## config.mk

```make
export PLATFORM = sky130hd
export DESIGN_NAME = kbd_event_fifo_flat
export DESIGN_NICKNAME = d
export VERILOG_FILES = /design/src/rtl/kbd_event_fifo_pkg.sv /design/src/rtl/kbd_event_fifo_if.sv /design/src/rtl/kbd_event_fifo_sync_fifo.sv /design/src/rtl/kbd_event_fifo.sv /design/src/flat_wrapper.sv
export SDC_FILE = /design/constraint.sdc
export NUM_CORES = 1
export LEC_CHECK = 0
export ABC_AREA = 1
export BUFFER_PORTS_ARGS = -buffer_cell sky130_fd_sc_hd__buf_2
export CAP_MARGIN = 20
export CORE_ASPECT_RATIO = 1.4
export CORE_MARGIN = 1.5
export CORE_UTILIZATION = 45
export CTS_BUF_LIST = sky130_fd_sc_hd__clkbuf_2 sky130_fd_sc_hd__clkbuf_4 sky130_fd_sc_hd__clkbuf_8
export DETAILED_ROUTE_END_ITERATION = 6
export GPL_TIMING_DRIVEN = 0
export PLACE_DENSITY = 0.71
export SLEW_MARGIN = 20
export SYNTH_ARGS = -nofsm -noshare
export SYNTH_HDL_FRONTEND = slang
export SYNTH_HIERARCHICAL = 1
export SYNTH_SLANG_ARGS = --single-unit
```

## constraint.sdc

```tcl
create_clock -name clk -period 2.3 [get_ports clk]
set_input_delay 0 -clock clk [delete_from_list [all_inputs] [get_ports clk]]
set_output_delay 0 -clock clk [all_outputs]
set_load 0.005 [all_outputs]
```

## src/rtl/kbd_event_fifo_pkg.sv

```systemverilog
// ---------------------------------------------------------------------------
// kbd_pkg -- shared types and constants for the keyboard event FIFO.
//
// Contents:
//   kbd_state_e   prefix decoder states (IDLE, EXT, BRK, EXT_BRK, SKIP)
//   PFX_EXT       8'hE0 extended-key prefix
//   PFX_BRK       8'hF0 key-release (break) prefix
//   PFX_PAUSE     8'hE1 Pause/Break sequence prefix
//   PAUSE_SKIP_LEN number of bytes following E1 that are discarded
//   kbd_event_t   10-bit queued event {ext, brk, code}
// ---------------------------------------------------------------------------
package kbd_pkg;

   typedef enum logic [2:0] {
      IDLE    = 3'd0,
      EXT     = 3'd1,
      BRK     = 3'd2,
      EXT_BRK = 3'd3,
      SKIP    = 3'd4
   } kbd_state_e;

   localparam logic [7:0] PFX_EXT        = 8'hE0;
   localparam logic [7:0] PFX_BRK        = 8'hF0;
   localparam logic [7:0] PFX_PAUSE      = 8'hE1;
   localparam int         PAUSE_SKIP_LEN = 7;

   typedef struct packed {
      logic       ext;
      logic       brk;
      logic [7:0] code;
   } kbd_event_t;

   localparam int EV_W = $bits(kbd_event_t);

endpackage

```

## src/rtl/kbd_event_fifo_if.sv

```systemverilog
// ---------------------------------------------------------------------------
// kbd_event_fifo_if -- bus bundle between the PS/2 receiver / CPU side and
// the keyboard event FIFO.
//
// Signals:
//   code_tick, code   byte strobe and scancode byte from ps2_rx
//   rd_en, ovf_clr    CPU pop request and sticky-overflow clear
//   ev_valid, ev_code, ev_break, ev_ext   head event (first-word-fall-through)
//   count, ovf        fill level and sticky overflow flag
//
// Modports: master drives the inputs of the FIFO (testbench / system side),
//           slave is the FIFO itself.
// ---------------------------------------------------------------------------
interface kbd_event_fifo_if #(
   parameter int DEPTH = 8
);
   localparam int CW = $clog2(DEPTH) + 1;

   logic          code_tick;
   logic [7:0]    code;
   logic          rd_en;
   logic          ovf_clr;
   logic          ev_valid;
   logic [7:0]    ev_code;
   logic          ev_break;
   logic          ev_ext;
   logic [CW-1:0] count;
   logic          ovf;

   modport master (
      output code_tick, code, rd_en, ovf_clr,
      input  ev_valid, ev_code, ev_break, ev_ext, count, ovf
   );

   modport slave (
      input  code_tick, code, rd_en, ovf_clr,
      output ev_valid, ev_code, ev_break, ev_ext, count, ovf
   );

endinterface

```

## src/rtl/kbd_event_fifo_sync_fifo.sv

```systemverilog
// ---------------------------------------------------------------------------
// sync_fifo -- single-clock first-word-fall-through FIFO.
//
// Parameters: WIDTH data width, DEPTH entries (power of two, >= 2).
// Ports:
//   clk, rst_n      clock, asynchronous active-low reset
//   wr_en, wr_data  push request and data
//   rd_en           pop request (ignored while empty)
//   rd_data         head entry, forced to zero while empty
//   full, empty     status
//   count           number of stored entries (0..DEPTH)
//   drop            one-cycle pulse: a push was rejected because full
// A push into a full FIFO is accepted when a pop happens in the same cycle.
// ---------------------------------------------------------------------------
module sync_fifo #(
   parameter int WIDTH = 10,
   parameter int DEPTH = 8
) (
   input  logic                       clk,
   input  logic                       rst_n,
   input  logic                       wr_en,
   input  logic [WIDTH-1:0]           wr_data,
   input  logic                       rd_en,
   output logic [WIDTH-1:0]           rd_data,
   output logic                       full,
   output logic                       empty,
   output logic [$clog2(DEPTH):0]     count,
   output logic                       drop
);
   localparam int AW = $clog2(DEPTH);
   localparam int CW = AW + 1;

   logic [WIDTH-1:0] mem_q [DEPTH];
   logic [AW-1:0]    wr_ptr_q, wr_ptr_d;
   logic [AW-1:0]    rd_ptr_q, rd_ptr_d;
   logic [CW-1:0]    count_q, count_d;
   logic             push_ok;
   logic             pop_ok;

   assign full  = (count_q == CW'(DEPTH));
   assign empty = (count_q == '0);
   assign count = count_q;

   always_comb begin
      pop_ok   = rd_en && !empty;
      // the slot freed by a simultaneous pop makes room for the push
      push_ok  = wr_en && (!full || pop_ok);
      drop     = wr_en && full && !pop_ok;
      wr_ptr_d = wr_ptr_q;
      rd_ptr_d = rd_ptr_q;
      count_d  = count_q;
      // pointers are exactly AW bits wide, so they wrap modulo DEPTH
      if (push_ok) begin
         wr_ptr_d = wr_ptr_q + 1'b1;
      end
      if (pop_ok) begin
         rd_ptr_d = rd_ptr_q + 1'b1;
      end
      case ({push_ok, pop_ok})
         2'b10:   count_d = count_q + 1'b1;
         2'b01:   count_d = count_q - 1'b1;
         default: count_d = count_q;
      endcase
   end

   always_ff @(posedge clk or negedge rst_n) begin
      if (!rst_n) begin
         wr_ptr_q <= '0;
         rd_ptr_q <= '0;
         count_q  <= '0;
      end else begin
         wr_ptr_q <= wr_ptr_d;
         rd_ptr_q <= rd_ptr_d;
         count_q  <= count_d;
      end
   end

   // storage needs no reset: stale contents are hidden by the empty gate
   always_ff @(posedge clk) begin
      if (push_ok) begin
         mem_q[wr_ptr_q] <= wr_data;
      end
   end

   assign rd_data = empty ? '0 : mem_q[rd_ptr_q];

endmodule

```

## src/rtl/kbd_event_fifo.sv

```systemverilog
// ---------------------------------------------------------------------------
// kbd_event_fifo -- PS/2 scancode prefix decoder feeding an event FIFO.
//
// Bytes arriving with code_tick are decoded: E0 marks an extended key,
// F0 a key release, E1 starts the Pause sequence whose following seven
// bytes are swallowed. Each completed key produces one {ext,brk,code}
// event that is queued for the CPU, which reads it first-word-fall-through.
// A push into a full FIFO (with no pop that cycle) drops the event and sets
// the sticky ovf flag until ovf_clr.
//
// Ports:
//   clk    system clock
//   reset  asynchronous active-low reset
//   bus    kbd_event_fifo_if.slave (code_tick/code/rd_en/ovf_clr in,
//          ev_valid/ev_code/ev_break/ev_ext/count/ovf out)
//
// Build option: define KBD_TYPEMATIC_FILTER_EN to drop auto-repeat makes
// (same {code,ext} as the last queued make with no release in between).
// ---------------------------------------------------------------------------
module kbd_event_fifo
   import kbd_pkg::*;
#(
   parameter int DEPTH = 8
) (
   input  logic             clk,
   input  logic             reset,
   kbd_event_fifo_if.slave  bus
);
   localparam int CW = $clog2(DEPTH) + 1;

   kbd_state_e  state_q, state_d;
   logic [2:0]  skip_cnt_q, skip_cnt_d;
   logic        dec_push;
   kbd_event_t  dec_ev;
   logic        push;
   logic        fifo_drop;
   logic        fifo_full;
   logic        fifo_empty;
   logic [CW-1:0]   fifo_count;
   logic [EV_W-1:0] fifo_rd_data;
   kbd_event_t  head;
   logic        ovf_q, ovf_d;

   // ---------------- prefix decoder ----------------
   always_comb begin
      state_d    = state_q;
      skip_cnt_d = skip_cnt_q;
      dec_push   = 1'b0;
      dec_ev     = '0;
      if (bus.code_tick) begin
         case (state_q)
            IDLE: begin
               if (bus.code == PFX_EXT) begin
                  state_d = EXT;
               end else if (bus.code == PFX_BRK) begin
                  state_d = BRK;
               end else if (bus.code == PFX_PAUSE) begin
                  state_d    = SKIP;
                  skip_cnt_d = '0;
               end else begin
                  dec_push    = 1'b1;
                  dec_ev.code = bus.code;
               end
            end
            EXT: begin
               if (bus.code == PFX_BRK) begin
                  state_d = EXT_BRK;
               end else if (bus.code == PFX_EXT) begin
                  state_d = EXT;
               end else begin
                  dec_push    = 1'b1;
                  dec_ev.ext  = 1'b1;
                  dec_ev.code = bus.code;
                  state_d     = IDLE;
               end
            end
            BRK: begin
               dec_push    = 1'b1;
               dec_ev.brk  = 1'b1;
               dec_ev.code = bus.code;
               state_d     = IDLE;
            end
            EXT_BRK: begin
               dec_push    = 1'b1;
               dec_ev.ext  = 1'b1;
               dec_ev.brk  = 1'b1;
               dec_ev.code = bus.code;
               state_d     = IDLE;
            end
            SKIP: begin
               // counter holds the number of bytes already discarded
               if (skip_cnt_q == 3'(PAUSE_SKIP_LEN - 1)) begin
                  skip_cnt_d = '0;
                  state_d    = IDLE;
               end else begin
                  skip_cnt_d = skip_cnt_q + 1'b1;
               end
            end
            default: begin
               state_d    = IDLE;
               skip_cnt_d = '0;
            end
         endcase
      end
   end

   always_ff @(posedge clk or negedge reset) begin
      if (!reset) begin
         state_q    <= IDLE;
         skip_cnt_q <= '0;
      end else begin
         state_q    <= state_d;
         skip_cnt_q <= skip_cnt_d;
      end
   end

   // ---------------- auto-repeat filter ----------------
`ifdef KBD_TYPEMATIC_FILTER_EN
   logic       trk_valid_q, trk_valid_d;
   logic [8:0] trk_key_q, trk_key_d;
   logic       key_match;
   logic       is_repeat;

   always_comb begin
      trk_valid_d = trk_valid_q;
      trk_key_d   = trk_key_q;
      key_match   = trk_valid_q && (trk_key_q == {dec_ev.ext, dec_ev.code});
      is_repeat   = dec_push && !dec_ev.brk && key_match;
      if (dec_push) begin
         if (dec_ev.brk) begin
            // releasing the tracked key re-arms it; other releases do not
            if (key_match) begin
               trk_valid_d = 1'b0;
            end
         end else if (!is_repeat) begin
            trk_valid_d = 1'b1;
            trk_key_d   = {dec_ev.ext, dec_ev.code};
         end
      end
   end

   always_ff @(posedge clk or negedge reset) begin
      if (!reset) begin
         trk_valid_q <= 1'b0;
         trk_key_q   <= '0;
      end else begin
         trk_valid_q <= trk_valid_d;
         trk_key_q   <= trk_key_d;
      end
   end

   assign push = dec_push && !is_repeat;
`else
   assign push = dec_push;
`endif

   // ---------------- storage ----------------
   sync_fifo #(
      .WIDTH (EV_W),
      .DEPTH (DEPTH)
   ) u_fifo (
      .clk     (clk),
      .rst_n   (reset),
      .wr_en   (push),
      .wr_data (dec_ev),
      .rd_en   (bus.rd_en),
      .rd_data (fifo_rd_data),
      .full    (fifo_full),
      .empty   (fifo_empty),
      .count   (fifo_count),
      .drop    (fifo_drop)
   );

   // a drop wins over a coincident clear so no overflow goes unreported
   always_comb begin
      ovf_d = ovf_q;
      if (fifo_drop) begin
         ovf_d = 1'b1;
      end else if (bus.ovf_clr) begin
         ovf_d = 1'b0;
      end
   end

   always_ff @(posedge clk or negedge reset) begin
      if (!reset) begin
         ovf_q <= 1'b0;
      end else begin
         ovf_q <= ovf_d;
      end
   end

   assign head         = fifo_rd_data;
   assign bus.ev_valid = !fifo_empty;
   assign bus.ev_code  = head.code;
   assign bus.ev_break = head.brk;
   assign bus.ev_ext   = head.ext;
   assign bus.count    = fifo_count;
   assign bus.ovf      = ovf_q;

   // full status is implied by count; kept for readability of the instance
   logic unused_full;
   assign unused_full = fifo_full;

endmodule

```

## src/flat_wrapper.sv

```systemverilog
// flat-port wrapper written by rule: the top's interface ports become plain ports
module kbd_event_fifo_flat import kbd_pkg::*;
#(
   parameter int DEPTH = 8
)
  (clk, reset, bus_code_tick, bus_code, bus_rd_en, bus_ovf_clr, bus_ev_valid, bus_ev_code, bus_ev_break, bus_ev_ext, bus_count, bus_ovf);
  kbd_event_fifo_if #(.DEPTH(DEPTH)) bus_i ();
  input  logic clk;
  input  logic reset;
  input wire logic [$bits(bus_i.code_tick)-1:0] bus_code_tick;
  input wire logic [$bits(bus_i.code)-1:0] bus_code;
  input wire logic [$bits(bus_i.rd_en)-1:0] bus_rd_en;
  input wire logic [$bits(bus_i.ovf_clr)-1:0] bus_ovf_clr;
  output wire logic [$bits(bus_i.ev_valid)-1:0] bus_ev_valid;
  output wire logic [$bits(bus_i.ev_code)-1:0] bus_ev_code;
  output wire logic [$bits(bus_i.ev_break)-1:0] bus_ev_break;
  output wire logic [$bits(bus_i.ev_ext)-1:0] bus_ev_ext;
  output wire logic [$bits(bus_i.count)-1:0] bus_count;
  output wire logic [$bits(bus_i.ovf)-1:0] bus_ovf;
  assign bus_i.code_tick = bus_code_tick;
  assign bus_i.code = bus_code;
  assign bus_i.rd_en = bus_rd_en;
  assign bus_i.ovf_clr = bus_ovf_clr;
  assign bus_ev_valid = bus_i.ev_valid;
  assign bus_ev_code = bus_i.ev_code;
  assign bus_ev_break = bus_i.ev_break;
  assign bus_ev_ext = bus_i.ev_ext;
  assign bus_count = bus_i.count;
  assign bus_ovf = bus_i.ovf;
  kbd_event_fifo #(.DEPTH(DEPTH)) u_core (.clk(clk), .reset(reset), .bus(bus_i));
endmodule
```

==> results of run 1 <==
-- report_power, final --
part           switching [µW]  internal, µW
clock network             570           740
logic                    1570           913
registers                 188          2200
total                    2320          3850
-- layout make-up --
class / instances / area, µm²
plain buffers: 15 / 62.6
clock buffers: 10 / 131
clock inverters: 6 / 116
fillers: 765 / 4120
inverters: 31 / 116
multi-input cells: 292 / 1540
flip-flops and latches: 97 / 2830
well taps: 132 / 165
repair buffers: 50 / 424
-- cells in the mapped netlist (2+ instances only) --
master,instances
sky130_fd_sc_hd__buf_2,4
sky130_fd_sc_hd__o21ai_0,31
sky130_fd_sc_hd__xor2_1,6
sky130_fd_sc_hd__nand2_1,66
sky130_fd_sc_hd__a21oi_1,3
sky130_fd_sc_hd__buf_1,2
sky130_fd_sc_hd__nand2_4,2
sky130_fd_sc_hd__nor2_1,124
sky130_fd_sc_hd__o32ai_1,20
sky130_fd_sc_hd__nand2_2,6
sky130_fd_sc_hd__clkbuf_1,9
sky130_fd_sc_hd__inv_1,30
sky130_fd_sc_hd__o21ai_1,3
sky130_fd_sc_hd__edfxtp_1,80
sky130_fd_sc_hd__dfrtp_1,17
sky130_fd_sc_hd__nand3_1,14
sky130_fd_sc_hd__ha_1,3
sky130_fd_sc_hd__nor2_2,5
-- through the flow --
step / utilization (%) / cell area (µm²) / hold slack [ps] / setup slack, ps / TNS [ps]
floorplan: - / 4420 / -296 / 70.2 / 0
global placement: 49.7 / 4730 / -57.2 / -487 / -34330
detailed placement: 49.7 / 4730 / -46.2 / -536 / -39580
CTS: 54.0 / 5130 / 36.8 / -0.167 / -0.563
global route: 56.7 / 5390 / 110 / -65.8 / -603
finish: 56.7 / 5390 / 53.0 / 15.6 / 0
-- kinds of logic after synthesis --
kind of cell             share of synthesized area [%]
XOR/XNOR                                          1.39
multiplexers                                     0.255
AND/OR/NAND/NOR                                   21.2
adder cells (fa/ha/maj)                          0.849
AO/OA/AOI/OAI                                     8.32
buffers and inverters                             4.02
flip-flops                                        63.9
-- metal layers --
metal  wire (µm)  GRT usage, %
met1        3970          21.7
met2        5430          33.7
met3         379          3.00
met4         421          14.9
met5           0             0
-- timing repair --
action                                 CTS  global route
pin swaps                                3            18
setup endpoints to repair               82            83
gates resized for setup                 23            19
cloned                                   0             1
buffers inserted                         5            12
endpoints found under the hold margin   23             0
hold buffers                             4             0
-- layout by cell type (no fill, tap or decap), types with 4 or more instances in the layout --
cell type                       synthesis  layout
sky130_fd_sc_hd__buf_2                  4      32
sky130_fd_sc_hd__inv_1                 30      26
sky130_fd_sc_hd__o32ai_1               20      20
sky130_fd_sc_hd__xor2_1                 6       6
sky130_fd_sc_hd__inv_2                  1       5
sky130_fd_sc_hd__nand3_1               14      13
sky130_fd_sc_hd__nor2_2                 5       5
sky130_fd_sc_hd__nor2_1               124     111
sky130_fd_sc_hd__edfxtp_1              80      80
sky130_fd_sc_hd__nand2_1               66      63
sky130_fd_sc_hd__clkbuf_1               9       8
sky130_fd_sc_hd__nand2_4                2       5
sky130_fd_sc_hd__o21ai_0               31      31
sky130_fd_sc_hd__nor2_4                 0      13
sky130_fd_sc_hd__dfrtp_1               17      15
sky130_fd_sc_hd__buf_4                  0       9
sky130_fd_sc_hd__buf_12                 0       7
sky130_fd_sc_hd__clkbuf_8               0       9
sky130_fd_sc_hd__nand2_2                6       6
sky130_fd_sc_hd__dlygate4sd3_1          0       4
-- state kept, by name (all words and copies together), names as in the netlist --
name	flops
u_core/u_fifo/mem_q	80
u_core/bus.ovf	1
u_core/u_fifo/rd_ptr_q	3
u_core/u_fifo/wr_ptr_q	3
u_core/skip_cnt_q	3
u_core/u_fifo/count	4
u_core/state_q	3
-- final timing paths --
path / endpoint / slack (ps) / from / cells after the start
setup / recovery: u_core/u_fifo/mem_q[0][0]$_DFFE_PP_ / 20 / u_core/state_q[1]$_DFFE_PN0P_ / 12
hold / removal: u_core/state_q[2]$_DFFE_PN0P_ / 50 / bus_code[1] / 6
setup reg to reg: u_core/u_fifo/mem_q[0][0]$_DFFE_PP_ / 20 / u_core/state_q[1]$_DFFE_PN0P_ / 12
hold reg to reg: u_core/skip_cnt_q[2]$_DFFE_PN0P_ / 510 / u_core/skip_cnt_q[2]$_DFFE_PN0P_ / 2
max in group asynchronous: u_core/state_q[1]$_DFFE_PN0P_ / 1880 / reset / 2
min in group asynchronous: u_core/u_fifo/count[3]$_DFFE_PN0P_ / 100 / reset / 2
-- worst register-to-register path: stages, from the launching register on --
cell and delay, ps:
sky130_fd_sc_hd__dfrtp_2 460, sky130_fd_sc_hd__nor2_4 140, sky130_fd_sc_hd__inv_2 60, sky130_fd_sc_hd__nor2_4 110, sky130_fd_sc_hd__nand2_1 70, sky130_fd_sc_hd__nor2_2 150, sky130_fd_sc_hd__nor2_4 60, sky130_fd_sc_hd__nor2_4 120
sky130_fd_sc_hd__buf_6 120, sky130_fd_sc_hd__nand2_4 40, sky130_fd_sc_hd__or2_4 310, sky130_fd_sc_hd__nor2_4 190, sky130_fd_sc_hd__clkbuf_16 180
==> results, run 1 <==
- The number of warning messages in the yosys log is 6.
- In this run the remaining antenna-violating nets after routing total 0.
- The critical path goes through nor2_4, inv_2, nor2_4, nand2_1, nor2_2, nor2_4, nor2_4, buf_6, nand2_4, or2_4, nor2_4, clkbuf_16.
- The number of global-route vias before repair is 3293.
- The sort of element at the end of the critical path is a register.
- The total number of placement rows is 42.
- The cell occurring most often along the worst timing path is sky130_fd_sc_hd__nor2_4.
- The number of buffers on the longest clock path is 2.
- Of the available clock period, the critical path in the final layout requires 99.3%.
- The per-instance average area after synthesis is 10.2 µm².
- The power per unit of standard cell area is 1150 nW/µm².
- The most used flip-flop cell after synthesis is sky130_fd_sc_hd__edfxtp_1.
- The number of antenna violations at the first check in global routing is 0.
- The leakage power summed over all cells is 0.00214 µW.
- In this run the number of H-tree levels came out at 3.
- The count of state elements after synthesis is 97.
- The count of final max-slew check failures is 0.
- The count of TritonRoute iterations in the first routing pass is 4.
- The routed layout has 3336 vias.
- The buffer and inverter count on the worst path is 3.
- Broken down by cell family, the worst path's largest delay share belongs to simple AND/OR/NAND/NOR gates.
- The number of nets in the synthesized netlist is 451.
- The core region is 9510 µm².
- Synthesis instantiated 28 different standard cells from the library.
- The number of maximum-capacitance constraint violations is 0.
- The path class of the lowest-slack min-delay path is input pin to register.
- In the routed design, unresolved DRC markers number 0.
- Entering global routing, the biggest net connects 18 pins.
- The hold violation total from the final report is 0.
- The worst pin sits at a relative slew slack of 55.5%.
- The cell count after placement is 595.
- The die is 120 µm tall.
- For the final database, setup skew stands at 6.53 ps.
- In the routed layout, each cell is associated on average with a via count of 5.27.
- The post-layout minimum cycle time is 2280 ps.
- The average detailed-routed wire length per instance is 16.1 µm.
- The wire-length estimate of the detail-placed layout is 6580 µm.
- The area of the mapped netlist is 4420 µm².
- Cells with a size suffix above 1 make up 21.6% of the layout.
- Of all nets on the critical path, the largest fanout is 5.
- At the worst endpoint, the arrival time is 2370 ps.
- After synthesis, the cell types taking the most area are sky130_fd_sc_hd__edfxtp_1 54%, sky130_fd_sc_hd__nor2_1 11%, sky130_fd_sc_hd__dfrtp_1 9.6%.
- The root buffer selected by CTS is sky130_fd_sc_hd__clkbuf_8.
- The worst setup path is of the register to register kind.
- The remaining global-route overflow is 0.
- Summing the sequential cell areas from Yosys gives 63.9% of the chip area.
- The overall power is 6180 µW.
- For the worst-skew pair, the clock arrives at the later sink with an insertion delay of 360 ps.
- CTS saw 97 sinks.
- At the pin with the least slew margin, the transition time is 665 ps.
- In this run the biggest area consumer among cell types represents 54.3% of the synthesized area.
- Compared with the post-synthesis result, the final layout area differs by 21.8%.
- Input and output buffers added on the ports amount to 28.
- The synthesized design contains 80 enable-type register cells.
- Synthesis produced 435 cells.
- The antenna diode instance count is 0.
- STA classifies the critical path startpoint as a register.
- The die outline area is 10400 µm².
- The effective utilization at floorplan is 46.5%.
- The detailed-route wire length is 10200 µm.
- Setup violations remaining at the end of the flow were counted as 0.
- The timing-limited maximum frequency is 438 MHz.
- The flow ran to the end, and the final reports show no timing, DRC or antenna violations.
- Setup repair after global routing could not meet its margin everywhere.
- Counting flops with an async set or reset pin after synthesis yields a share of 17.5%.
- The number of clock buffers added by TritonCTS is 9.
- The top-level I/O count is 29.
- The global router's overall resource usage is 19.7%.
- TritonCTS built the clock tree.
- The largest area contributor in the synthesized netlist is sky130_fd_sc_hd__edfxtp_1.
- The detailed router's first-iteration violation count is 237.
- The first global-routing pass estimated 15200 µm of wire.
- The floorplan step set the die width to 86.8 µm.
- On the worst path, the slowest cell contributes a delay of 460 ps.
- The finished layout holds 633 standard cells, fillers aside.
- The net count of the finished layout is 512.
- Clock-pin slew was measured on the worst setup and hold paths at 80 ps.
- The placer congestion estimate is 0.842.
- The largest individual stage delay along the critical path comes from the cell sky130_fd_sc_hd__dfrtp_2.
- The required time of the critical path is 2380 ps.
- The worst-case IR drop observed on VDD is 0.000629 V.
(Power assumes the default switching activity.)
==> run 2: changes to the inputs <==
--- a/config.mk
+++ b/config.mk
@@ -6,6 +6,7 @@
 export NUM_CORES = 1
 export LEC_CHECK = 0
 export ABC_AREA = 1
+export ABC_CLOCK_PERIOD_IN_PS = 2200
 export BUFFER_PORTS_ARGS = -buffer_cell sky130_fd_sc_hd__buf_2
 export CAP_MARGIN = 20
 export CORE_ASPECT_RATIO = 1.4
@@ -14,7 +15,7 @@
 export CTS_BUF_LIST = sky130_fd_sc_hd__clkbuf_2 sky130_fd_sc_hd__clkbuf_4 sky130_fd_sc_hd__clkbuf_8
 export DETAILED_ROUTE_END_ITERATION = 6
 export GPL_TIMING_DRIVEN = 0
-export PLACE_DENSITY = 0.71
+export PLACE_DENSITY = 0.68
 export SLEW_MARGIN = 20
 export SYNTH_ARGS = -nofsm -noshare
 export SYNTH_HDL_FRONTEND = slang
==> constraint.sdc (replaced) <==
create_clock -name clk -period 2.2 [get_ports clk]
set_input_delay 0 -clock clk [delete_from_list [all_inputs] [get_ports clk]]
set_output_delay 0 -clock clk [all_outputs]
set_load 0.005 [all_outputs]
==> run 2 against run 1 <==
Compared with the run above:
- sequential share of layout area is 0.92 points higher
- die area is the same
- cell area down 1.8%
- utilization down 1.0 points
- global-route usage grew 0.36 points
- clock power down 13%
- clock-buffer cell count is the same
- critical path type is now register to output pin
==> results, run 2 (synthesis gave the netlist of run 1 again) <==
- For flop-to-flop paths, the worst setup slack is 100 ps.
- The hold violation total from the final report is 0.
- The power per unit of standard cell area is 1170 nW/µm².
- The capturing point of the worst reg2reg path is u_core/u_fifo/count[2]$_DFFE_PN0P_.
- The library cells used most frequently in the layout, excluding fill and tap cells, are 112 x sky130_fd_sc_hd__nor2_1, 80 x sky130_fd_sc_hd__edfxtp_1, 64 x sky130_fd_sc_hd__nand2_1.
- The most flop-heavy register is u_core/u_fifo/mem_q.
- Once the floorplan was initialized, standard cells occupied 46.5% of the core.
- The sort of element at the end of the critical path is an output pin.
- Hold timing on the final database bottoms out at a slack of 56.1 ps.
- The end-of-flow core utilization is 55.7%.
- The number of buffers and inverters on the critical path is 3.
- The final layout contains 512 nets.
- The top-level I/O count is 29.
- Detailed placement ended at an HPWL of 6550 µm.
- The worst setup skew after layout is 8.71 ps.
- The required time of the critical path is 2200 ps.
- The region available for standard cell placement spans 9510 µm².
- Dividing the detail-routed wire length by the instance count gives 16.1 µm.
- The total number of vias is 3332.
- Across every metal layer, demand over resource in global routing totals 20.1%.
- IR analysis of the VDD net gives a maximum drop of 0.000708 V.
- The largest individual stage delay along the critical path comes from the cell sky130_fd_sc_hd__dfrtp_1.
- The tightest min-delay check is of the input pin to register type.
- Derived from the worst setup path, the maximum achievable clock frequency is 473 MHz.
- The detailed-route wire length is 10200 µm.
- After global routing the overflow that remains totals 0.
- Setup violations remaining at the end of the flow were counted as 0.
- The register with the most flip-flops in the layout has 80 of them.
- The detailed router's first-iteration violation count is 204.
- The die covers 10400 µm².
- The tool flagged a number of max-cap violations equal to 0.
- From bottom edge to top edge, the die measures 120 µm.
- Setup repair after global routing could not meet its margin everywhere.
- The DRC violations left is 0.
- The worst setup path is launched from a register.
- The hold-critical path endpoint is u_core/state_q[2]$_DFFE_PN0P_.
- The count of final max-slew check failures was 0.
- The number of levels in the clock H-tree is 3.
- After clock tree synthesis, the clock-pin slew on the worst setup and hold paths is 90 ps.
- The congestion estimate from routability-driven global placement came to 0.823.
- In this design, the critical path's most frequently occurring cell is sky130_fd_sc_hd__nor2_1.
- The launch instance of the worst min-delay path is bus_code[1].
- Along the worst hold path, the cell count comes to 6.
- The largest fanout on the critical path is 10.
- The post-route setup TNS is 0 ps.
- Port buffering added 28 buffers.
- The run finished with clean final reports.
- The signal on the critical path passes through inv_1, clkbuf_4, nor2_1, o32ai_1, o21ai_0, nor2_1, buf_2.
- Grouping stages by cell kind, the critical path spends the most delay in buffers and inverters.
- The clock tree from TritonCTS is built.
- The maximum number of pins on one net before global-route repair is 18.
- The arrival time reported for the critical path endpoint is 2120 ps.
- The clock sink count is 97.
- Fill cells in the final layout number 826.
- The die is 86.8 µm wide.
- The post-layout minimum cycle time is 2120 ps.
- The share of the clock period used by the worst path is 96.2%.
- In the routed layout, each cell is associated on average with a via count of 5.26.
- For the pin with the worst max-slew slack, the measured transition is 656 ps.
- Measured against its own limit, the worst slew margin works out to 56.3%.
- The leading cell type in the layout, fill and taps excluded is sky130_fd_sc_hd__nor2_1.
- In the final layout, the share of cells above drive strength 1 is 20.4%.
- The number of global-route vias before repair is 3352.
- The largest single stage delay on the critical path is 470 ps.
- Once detail routing completed, the nets flagged for antenna violations numbered 0.
- The analysis attributes to cell leakage a power of 0.00211 µW.
- The root buffer selected by CTS is sky130_fd_sc_hd__clkbuf_8.
- The critical path is of the register to output pin type.
- Clock latency on the worst-skew pair, taken at its later pin, is 360 ps.
- The first global-routing pass estimated 15600 µm of wire.
- The count of TritonRoute iterations in the first routing pass is 5.
- In this run, CTS created clock tree buffers numbering 9.
- The number of antenna violations at the first check in global routing is 0.
- The layout-stage area growth over the synthesis result is 19.7%.
- The number of cells on the worst reg-to-reg path is 17.
- The floorplan has 42 rows.
- The startpoint identified for the worst register-to-register timing path is u_core/state_q[2]$_DFFE_PN0P_.
- The antenna diode instance count is 0.
- No sink is reached through more buffers than the 2 on the longest clock path.
## run 2: worst min-delay path, delay by kind of cell
family                 cells  cell delay (ps)
and+or+nand+nor            5              280
buffers and inverters      1              100
## run 2: final cells by class
cell class	count	area, µm²	share of cell area [%]
tap	132	165	3.12
clock buffer	10	131	2.48
sequential	97	2830	53.4
multi-input combinational	292	1500	28.4
buffer	15	66.3	1.25
clock inverter	6	67.6	1.28
timing repair buffer	50	415	7.85
inverter	31	116	2.20
## run 2: worst max path at each step
| stage | start | end | depth (start not counted) |
|---|---|---|---|
| floorplan | u_core/state_q[2]$_DFFE_PN0P_ | u_core/u_fifo/mem_q[4][0]$_DFFE_PP_ | 10 |
| global placement | u_core/state_q[2]$_DFFE_PN0P_ | u_core/u_fifo/mem_q[4][6]$_DFFE_PP_ | 10 |
| detailed placement | u_core/state_q[2]$_DFFE_PN0P_ | u_core/u_fifo/mem_q[7][6]$_DFFE_PP_ | 11 |
| CTS | u_core/state_q[1]$_DFFE_PN0P_ | u_core/u_fifo/count[2]$_DFFE_PN0P_ | 17 |
| global route | u_core/state_q[1]$_DFFE_PN0P_ | u_core/u_fifo/count[2]$_DFFE_PN0P_ | 17 |
| finish | u_core/u_fifo/rd_ptr_q[0]$_DFFE_PN0N_ | bus_ev_break | 7 |
## run 2: repair_timing
action	in CTS	in global routing
pin swaps	9	8
resized for setup	24	7
hold buffers	4	0
endpoints found under the hold margin	23	0
buffers inserted	10	8
setup endpoints to repair	83	90
## run 2: report_power, final
group          internal [µW]  switching (µW)
combinational            940            1620
clock                    542             598
sequential              2300             194
## run 2: stage by stage
stage               instances  setup WS (ps)  total power [µW]  cell area (µm²)
floorplan                 435          -29.8              3960             4420
global placement          595           -615              4740             4730
detailed placement        595           -642              4800             4730
CTS                       625           8.71              6090             5170
global route              633          -65.8              6550             5290
finish                    633           84.5              6190             5290
## run 2: metal layers
layer	part of all wire [%]	global-route usage [%]	up-vias	routed length (µm)
met2	54	35.8	107	5450
met3	5.5	4.85	20	561
met4	2.8	10.4	0	286
met1	38	21.6	1604	3860
met5	0	0	-	0
li1	-	-	1601	-
